**src/rtl/bus_gnrtr_arbiter_if.sv**
```systemverilog
// Bus bundle between the per-device FIFO/driver layer and the arbiter.
// master = arbiter side, slave = device/FIFO side.
interface bus_gnrtr_arbiter_if #(
    parameter int unsigned Drvrs  = 4,
    parameter int unsigned PckgSz = 16
);
    logic [Drvrs-1:0]             pndng;
    logic [Drvrs-1:0][PckgSz-1:0] d_pop;
    logic [Drvrs-1:0]             pop;
    logic [Drvrs-1:0]             push;
    logic [Drvrs-1:0][PckgSz-1:0] d_push;

    modport master (
        input  pndng,
        input  d_pop,
        output pop,
        output push,
        output d_push
    );

    modport slave (
        output pndng,
        output d_pop,
        input  pop,
        input  push,
        input  d_push
    );
endinterface

```
**src/rtl/bus_gnrtr_arbiter.sv**
```systemverilog
// Round-robin shared-bus arbiter: pops one pending device FIFO, then delivers
// the packet unicast or broadcast (all but the source) on the following edge.
module bus_gnrtr_arbiter #(
    parameter int unsigned Drvrs     = 4,
    parameter int unsigned PckgSz    = 16,
    parameter logic [7:0]  Broadcast = 8'hFF
) (
    input  logic                clk_i,
    input  logic                reset_i,
    bus_gnrtr_arbiter_if.master bus
);
    localparam int unsigned IdxW = (Drvrs > 1) ? $clog2(Drvrs) : 1;

    typedef enum logic {StIdle, StSend} state_e;

    state_e                       state_q, state_d;
    logic [IdxW-1:0]              rr_q, rr_d;
    logic [IdxW-1:0]              src_q, src_d;
    logic [PckgSz-1:0]            pkt_q, pkt_d;
    logic [Drvrs-1:0]             pop_q, pop_d;
    logic [Drvrs-1:0]             push_q, push_d;
    logic [Drvrs-1:0][PckgSz-1:0] d_push_q, d_push_d;

    logic            gnt_found;
    logic [IdxW-1:0] gnt_idx;
    int unsigned     cand;
    logic [7:0]      pkt_id;

    assign pkt_id = pkt_q[PckgSz-1 -: 8];

    // First pending device at or after the round-robin pointer, with wrap.
    always_comb begin
        gnt_found = 1'b0;
        gnt_idx   = '0;
        cand      = 0;
        for (int unsigned k = 0; k < Drvrs; k++) begin
            cand = (32'(rr_q) + k) % Drvrs;
            if (!gnt_found && bus.pndng[cand[IdxW-1:0]]) begin
                gnt_found = 1'b1;
                gnt_idx   = cand[IdxW-1:0];
            end
        end
    end

    always_comb begin
        state_d  = state_q;
        rr_d     = rr_q;
        src_d    = src_q;
        pkt_d    = pkt_q;
        pop_d    = '0;
        push_d   = '0;
        d_push_d = d_push_q;
        unique case (state_q)
            StIdle: begin
                if (gnt_found) begin
                    pop_d[gnt_idx] = 1'b1;
                    pkt_d          = bus.d_pop[gnt_idx];
                    src_d          = gnt_idx;
                    state_d        = StSend;
                end
            end
            StSend: begin
                if (pkt_id == Broadcast) begin
                    push_d        = '1;
                    push_d[src_q] = 1'b0;
                end else if (32'(pkt_id) < Drvrs) begin
                    push_d[pkt_id[IdxW-1:0]] = 1'b1;
                end
                // Lanes carry the packet regardless; push bits qualify them.
                d_push_d = {Drvrs{pkt_q}};
                rr_d     = (32'(src_q) == Drvrs - 1) ? '0 : src_q + 1'b1;
                state_d  = StIdle;
            end
            default: state_d = StIdle;
        endcase
    end

    always_ff @(posedge clk_i) begin
        if (reset_i) begin
            state_q  <= StIdle;
            rr_q     <= '0;
            src_q    <= '0;
            pkt_q    <= '0;
            pop_q    <= '0;
            push_q   <= '0;
            d_push_q <= '0;
        end else begin
            state_q  <= state_d;
            rr_q     <= rr_d;
            src_q    <= src_d;
            pkt_q    <= pkt_d;
            pop_q    <= pop_d;
            push_q   <= push_d;
            d_push_q <= d_push_d;
        end
    end

    assign bus.pop    = pop_q;
    assign bus.push   = push_q;
    assign bus.d_push = d_push_q;
endmodule

```
**src/flat_wrapper.sv**
```systemverilog
// flat-port wrapper written by rule: the top's interface ports become plain ports
module bus_gnrtr_arbiter_flat 
#(
    parameter int unsigned Drvrs     = 4,
    parameter int unsigned PckgSz    = 16,
    parameter logic [7:0]  Broadcast = 8'hFF
)
  (clk_i, reset_i, bus_pndng, bus_d_pop, bus_pop, bus_push, bus_d_push);
  bus_gnrtr_arbiter_if #(.Drvrs(Drvrs), .PckgSz(PckgSz)) bus_i ();
  input  logic clk_i;
  input  logic reset_i;
  input wire logic [$bits(bus_i.pndng)-1:0] bus_pndng;
  input wire logic [$bits(bus_i.d_pop)-1:0] bus_d_pop;
  output wire logic [$bits(bus_i.pop)-1:0] bus_pop;
  output wire logic [$bits(bus_i.push)-1:0] bus_push;
  output wire logic [$bits(bus_i.d_push)-1:0] bus_d_push;
  assign bus_i.pndng = bus_pndng;
  assign bus_i.d_pop = bus_d_pop;
  assign bus_pop = bus_i.pop;
  assign bus_push = bus_i.push;
  assign bus_d_push = bus_i.d_push;
  bus_gnrtr_arbiter #(.Drvrs(Drvrs), .PckgSz(PckgSz), .Broadcast(Broadcast)) u_core (.clk_i(clk_i), .reset_i(reset_i), .bus(bus_i));
endmodule
```
**config.mk**
```make
export PLATFORM = sky130hd
export DESIGN_NAME = bus_gnrtr_arbiter_flat
export DESIGN_NICKNAME = d
export VERILOG_FILES = /design/src/rtl/bus_gnrtr_arbiter_if.sv /design/src/rtl/bus_gnrtr_arbiter.sv /design/src/flat_wrapper.sv
export SDC_FILE = /design/constraint.sdc
export NUM_CORES = 1
export LEC_CHECK = 0
export CORE_MARGIN = 4
export CORE_UTILIZATION = 40
export DETAILED_ROUTE_END_ITERATION = 10
export PLACE_DENSITY = 0.82
export RECOVER_POWER = 100
export SKIP_CTS_REPAIR_TIMING = 1
export SYNTH_ARGS = -nofsm -noshare
export SYNTH_HDL_FRONTEND = slang
export SYNTH_SLANG_ARGS = --single-unit
```
**constraint.sdc**
```tcl
create_clock -name clk_i -period 2.4 [get_ports clk_i]
set_clock_uncertainty 0.1 [all_clocks]
set_input_delay 0.72 -clock clk_i [delete_from_list [all_inputs] [get_ports clk_i]]
set_output_delay 0.72 -clock clk_i [all_outputs]
set_load 0.02 [all_outputs]
```
Word-level counts from Yosys, hierarchy flattened --
Index checks and enable logic that the tools add are counted.
Word-level totals: bits in registers 45, bits of input ports 70, output and inout port bits 72, word-level logic and storage cells 68
Operators by class: add/subtract/negate cells 4, $lt $le $gt $ge 11, equality and inequality tests 2, muxes and demuxes 29, bitwise operators 3, reduce and logical (&&, ||, !) cells 12
Operator list (number):
- binary-select mux 16 bit (select 2 bit) | 1
- < comparator 2 x 3 -> 1 bit, second input constant | 7
- two-way mux 16 bit | 1
- two-way mux 1 bit | 12
- two-way mux 2 bit | 5
- binary-select mux 1 bit (select 2 bit) | 4
- equality test 8 bit, second input constant | 1
- < comparator 8 x 3 -> 1 bit, second input constant | 1
- two-way mux 4 bit | 2
- demux 1 bit (select 2 bit) | 3
- greater-or-equal comparator 2 x 1 -> 1 bit, second input constant | 3
- logical AND 1 bit | 6
- adder 2 x 1 -> 2 bit, second input constant | 2
- adder 2 bit, second input constant | 2
- NOT 4 bit | 1
- zero test 1 bit | 3
- OR reduction 3 bit | 1
- equality test 2 bit, second input constant | 1
- NOT 1 bit | 2
- case mux 1 bit (2 select lines) | 1
- AND reduction 2 bit | 1
- OR reduction 2 bit | 1

Longest topological paths before layout --
depth in word-level cells 16, gate-level depth with buffers 8, depth with buffers taken out 5

Worst setup path before layout --
No wires, ideal clock.
path kind in2reg, start point input port bus_pndng[0], end point register u_core.pkt_q[3], library setup time 0.134 ns, data arrival time 1.867 ns, required time 2.166 ns, slack 0.299 ns, stages on the path 8, buffers on the path 3, path through clkbuf_2 -> nand2_1 -> a221o_1 -> buf_2 -> buf_6 -> and3_1 -> o21ai_0 -> a211oi_1
Between the ends: cells in the longest elaborated chain, start to end 14, elaborated cells between the ends (all ways) 25, those cells by class mux (18); reduce/logical (7)
RTL lines:
- start, declared | RTL line flat_wrapper.sv:12 | input wire logic [$bits(bus_i.pndng)-1:0] bus_pndng;
- binary-select mux 1 bit (select 2 bit) | RTL line bus_gnrtr_arbiter.sv:38 | if (!gnt_found && bus.pndng[cand[IdxW-1:0]]) begin
- two-way mux 1 bit (implied by the code) | RTL line bus_gnrtr_arbiter.sv:38
- two-way mux 1 bit | RTL line bus_gnrtr_arbiter.sv:38
- zero test 1 bit | RTL line bus_gnrtr_arbiter.sv:38
- logical AND 1 bit | RTL line bus_gnrtr_arbiter.sv:38
- two-way mux 1 bit | RTL line bus_gnrtr_arbiter.sv:38
- zero test 1 bit | RTL line bus_gnrtr_arbiter.sv:38
- logical AND 1 bit | RTL line bus_gnrtr_arbiter.sv:38
- two-way mux 1 bit | RTL line bus_gnrtr_arbiter.sv:38
- zero test 1 bit | RTL line bus_gnrtr_arbiter.sv:38
- logical AND 1 bit | RTL line bus_gnrtr_arbiter.sv:38
- two-way mux 2 bit | RTL line bus_gnrtr_arbiter.sv:38
- binary-select mux 16 bit (select 2 bit) | RTL line bus_gnrtr_arbiter.sv:57 | pkt_d = bus.d_pop[gnt_idx];
- two-way mux 16 bit (implied by the code) | RTL line bus_gnrtr_arbiter.sv:57
- end signal, assigned | RTL line bus_gnrtr_arbiter.sv:91 | pkt_q <= pkt_d;
- end, declared | RTL line bus_gnrtr_arbiter.sv:19 | logic [PckgSz-1:0] pkt_q, pkt_d;
Several ways; a longest one is shown, not always the timed one. The select of a mux whose other input is x is not followed. A chain may end at the register's enable or synchronous reset.

Worst setup path after layout --
start point input port bus_pndng[2], end point register u_core.pkt_q[4]
The elaborated chain is that of the path after synthesis.

==> out/results.tsv <==
stage	metric	value	unit
status	outcome	completed	
final_layout	area grow syn2layout	49.42	%
synthesis	top cell type's share of synthesized area	0.3363	
synthesis	leading area contributor after synthesis	dfxtp_1	
synthesis	predominant post-synthesis flop cell	dfxtp_1	
final_layout	fin cells	493	
worst_setup_path	crit-path max FO	19	
power	Leak	1.810	nW
synthesis	leading post-synthesis cells by cell area	dfxtp_1 (34%), buf_4 (13%), mux2i_1 (7.1%), nor2_1 (6.4%), a221oi_1 (4.3%)	
cts	Skew-Pair Late Insertion Delay	0.30	ns
detailed_routing	DR vias	2681	
synthesis	top-count cell post-synth	buf_4	
placement	RD Place Congestion	0.8341	
synthesis	top cells by count, synth	buf_4 (48), nor2_1 (46), dfxtp_1 (45), mux2i_1 (19), and3_1 (16)	
timing	unrepaired setup endpoints after global routing	false	
global_routing	initial antenna violation count	0	
worst_setup_path	Setup CP Type	in -> reg	
synthesis	Syn Area/Cell	8.586	um2
placement	dpl ws	-0.2791	ns
synthesis	Mapped Area	0.002679	mm2
synthesis	Post-synth EDFFs	0	
floorplan	# rows	29	
worst_setup_path	r2r setup slk	0.48	ns
synthesis	asr flop ratio synth	0	
detailed_routing	DR pass1 iterations	5	
timing	Worst Tran Pin Value	0.3497	ns
power	worst vdd ir	0.0002648	V
worst_setup_path	Crit. End Element	flop	
job	Max Cap Viol	0	
detailed_routing	WL/cell	16.66	um
worst_setup_path	crit path capture	u_core.pkt_q[4]	
synthesis	Synth Instances	312	
power	NetSw	0.6265	mW
power	combinational power share	0.336	
detailed_routing	vias per inst	5.438	
global_routing	largest net degree at the start of global routing	24	
floorplan	Initial Utilization	0.4171	
final_layout	layout cells sized above 1	0.1058	
placement	port bufs	141	
synthesis	Post-Syn Nets	386	
timing	final hold viol count	0	
power	Flop pwr share	0.430	
cts	CTS tree	done	
synthesis	Ys Warns	0	
final_layout	fillers	539	
worst_setup_path	startpoint types	input pin	
cts	H-tree depth	2	
global_routing	gr ovfl total	0	
hold_path	Hold Path Class	reg -> reg	
timing	Max Clk Rate	431.9	MHz
global_routing	number of global-route vias before repair	2675	
floorplan	die footprint	0.008070	mm2
power	Sw Share	0.3124	
final_layout	total area of sequential cells	900.9	um2
floorplan	Die W	89.84	um
worst_setup_path	Worst Setup SP	bus_pndng[2]	
cts	CTS Buffer Depth	2	
placement	Area after DPL	0.003920	mm2
worst_setup_path	reg-to-reg endpoint	u_core.pkt_q[4]	
timing	Pins Over Slew Limit	0	
timing	Slew headroom	0.7669	
global_routing	first-pass GRT wire length	13190	um
worst_setup_path	R2R cell count	6	
power	total internal power	1.379	mW
final_layout	area of the multi-input gates	0.001281	mm2
synthesis	sequential share of the synthesized area	0.3363	
timing	final setup margin	0.08456	ns
timing	crit path time final	2.315	ns
detailed_routing	Final ANT Viol Nets	0	
power	Clk pwr share	0.234	
worst_setup_path	WP data required	2.51	ns
timing	period utilization	0.9648	
placement	placed insts	486	
floorplan	core area	0.006422	mm2
placement	DP HPWL	6488	um
power	PwrDens	501.0	mW/mm2
cts	Num CTS Buffers	5	
floorplan	I/O pin count	142	
timing	final setup vio count	0	
floorplan	Die Span Y	89.84	um
synthesis	Distinct cells, synth	41	
final_layout	Ant. Diodes	0	
worst_setup_path	Crit Reg-Reg Startpoint	u_core.rr_q[1]	
synthesis	#FFs+latches synth	45	
cts	clock sink total	45	
cts	clk slew on worst S/H paths	0.08	ns
final_layout	Finished Cell Area	0.004003	mm2
timing	total negative slack	0	ns
global_routing	Tot GR Track Use	0.1992	
worst_setup_path	crit path DAT	2.42	ns
detailed_routing	final WL	8215	um
cts	Root Driver	clkbuf_8	
detailed_routing	Residual DRC	0	
detailed_routing	Starting DRT DRC Count	119	
final_layout	Nets	490	
## how the worst min path moves through the flow
stage,from,end,slack [ns],cells past startpoint
after floorplan,u_core.pkt_q[0],u_core.bus.d_push[0],0.36,2
after global placement,u_core.pkt_q[5],u_core.bus.d_push[5],0.37,2
after detailed placement,u_core.pkt_q[4],u_core.bus.d_push[4],0.39,2
after CTS,u_core.pkt_q[5],u_core.pkt_q[5],0.41,2
after global routing,u_core.pkt_q[3],u_core.bus.d_push[3],0.43,2
final,u_core.pkt_q[4],u_core.pkt_q[4],0.40,2
## logic make-up after synthesis
logic type,synth area share
fa+ha+maj,0.01868
compound gates,0.2303
mux,0.07520
flops,0.3363
buf+inv,0.1896
simple gates,0.1499
## sequential cells by signal, summed over array words and instances, names as in the netlist
register           cells
u_core.bus.pop         4
u_core.src_q           2
u_core.state_q         1
u_core.pkt_q          16
u_core.rr_q            2
u_core.bus.push        4
u_core.bus.d_push     16
## metal layers
layer  routed length (um)  part of all wire  vias to the layer above  GRT usage
li1                     -                 -                     1273          -
met1                 3270              0.40                     1257     0.2280
met4                  204             0.025                        0    0.07663
met2                 4102              0.50                      137     0.3615
met3                  637             0.078                       14    0.04257
met5                    0                 0                        -          0
## through the flow
step | total power, mW | utilization | hold slack [ns]
2_1_floorplan | 1.280 | - | 0.3645
3_5_place_dp | 1.579 | 0.6104 | 0.3927
5_1_grt | 2.110 | 0.6232 | 0.4330
4_1_cts | 2.043 | 0.6238 | 0.4099
3_3_place_gp | 1.558 | 0.6104 | 0.3748
6_report | 2.005 | 0.6232 | 0.4043
## placed cells by master (no fill, tap or decap), types with 4 or more instances in the layout
master,instances
mux2i_1,19
a211oi_1,11
clkbuf_1,4
clkbuf_8,6
inv_1,5
a21boi_1,5
o21bai_1,4
a221oi_1,12
nand2_1,6
clkdlybuf4s50_1,65
nor2_1,46
dlygate4sd3_1,74
o21ai_1,9
buf_4,21
a21boi_0,5
ha_1,4
o21ai_0,4
a21boi_2,6
a21oi_1,9
nand4_1,5
and3_1,16
a311oi_1,4
dfxtp_1,45
## final cells by class
type,count,area share
clock buffer,7,0.02157
inverter,6,0.005627
multi-input combinational,190,0.3201
sequential,45,0.2251
tap,77,0.02407
timing repair buffer,168,0.4036
## critical path, cell delays in order
cell	delay (ns)
clkdlybuf4s50_1	0.41
buf_4	0.16
mux2i_1	0.14
nor2_1	0.06
a311o_1	0.36
buf_12	0.16
o21bai_1	0.16
a311oi_1	0.24
## power by group through the flow
stage | clock network (mW) | registers [mW] | logic [mW]
after CTS | 0.480 | 0.865 | 0.698
after floorplan | 0 | 0.887 | 0.393
after detailed placement | 0 | 0.883 | 0.697
after global routing | 0.509 | 0.872 | 0.729
final | 0.469 | 0.863 | 0.674
after global placement | 0 | 0.878 | 0.680
No activity file was read; power rests on OpenSTA's default activity.
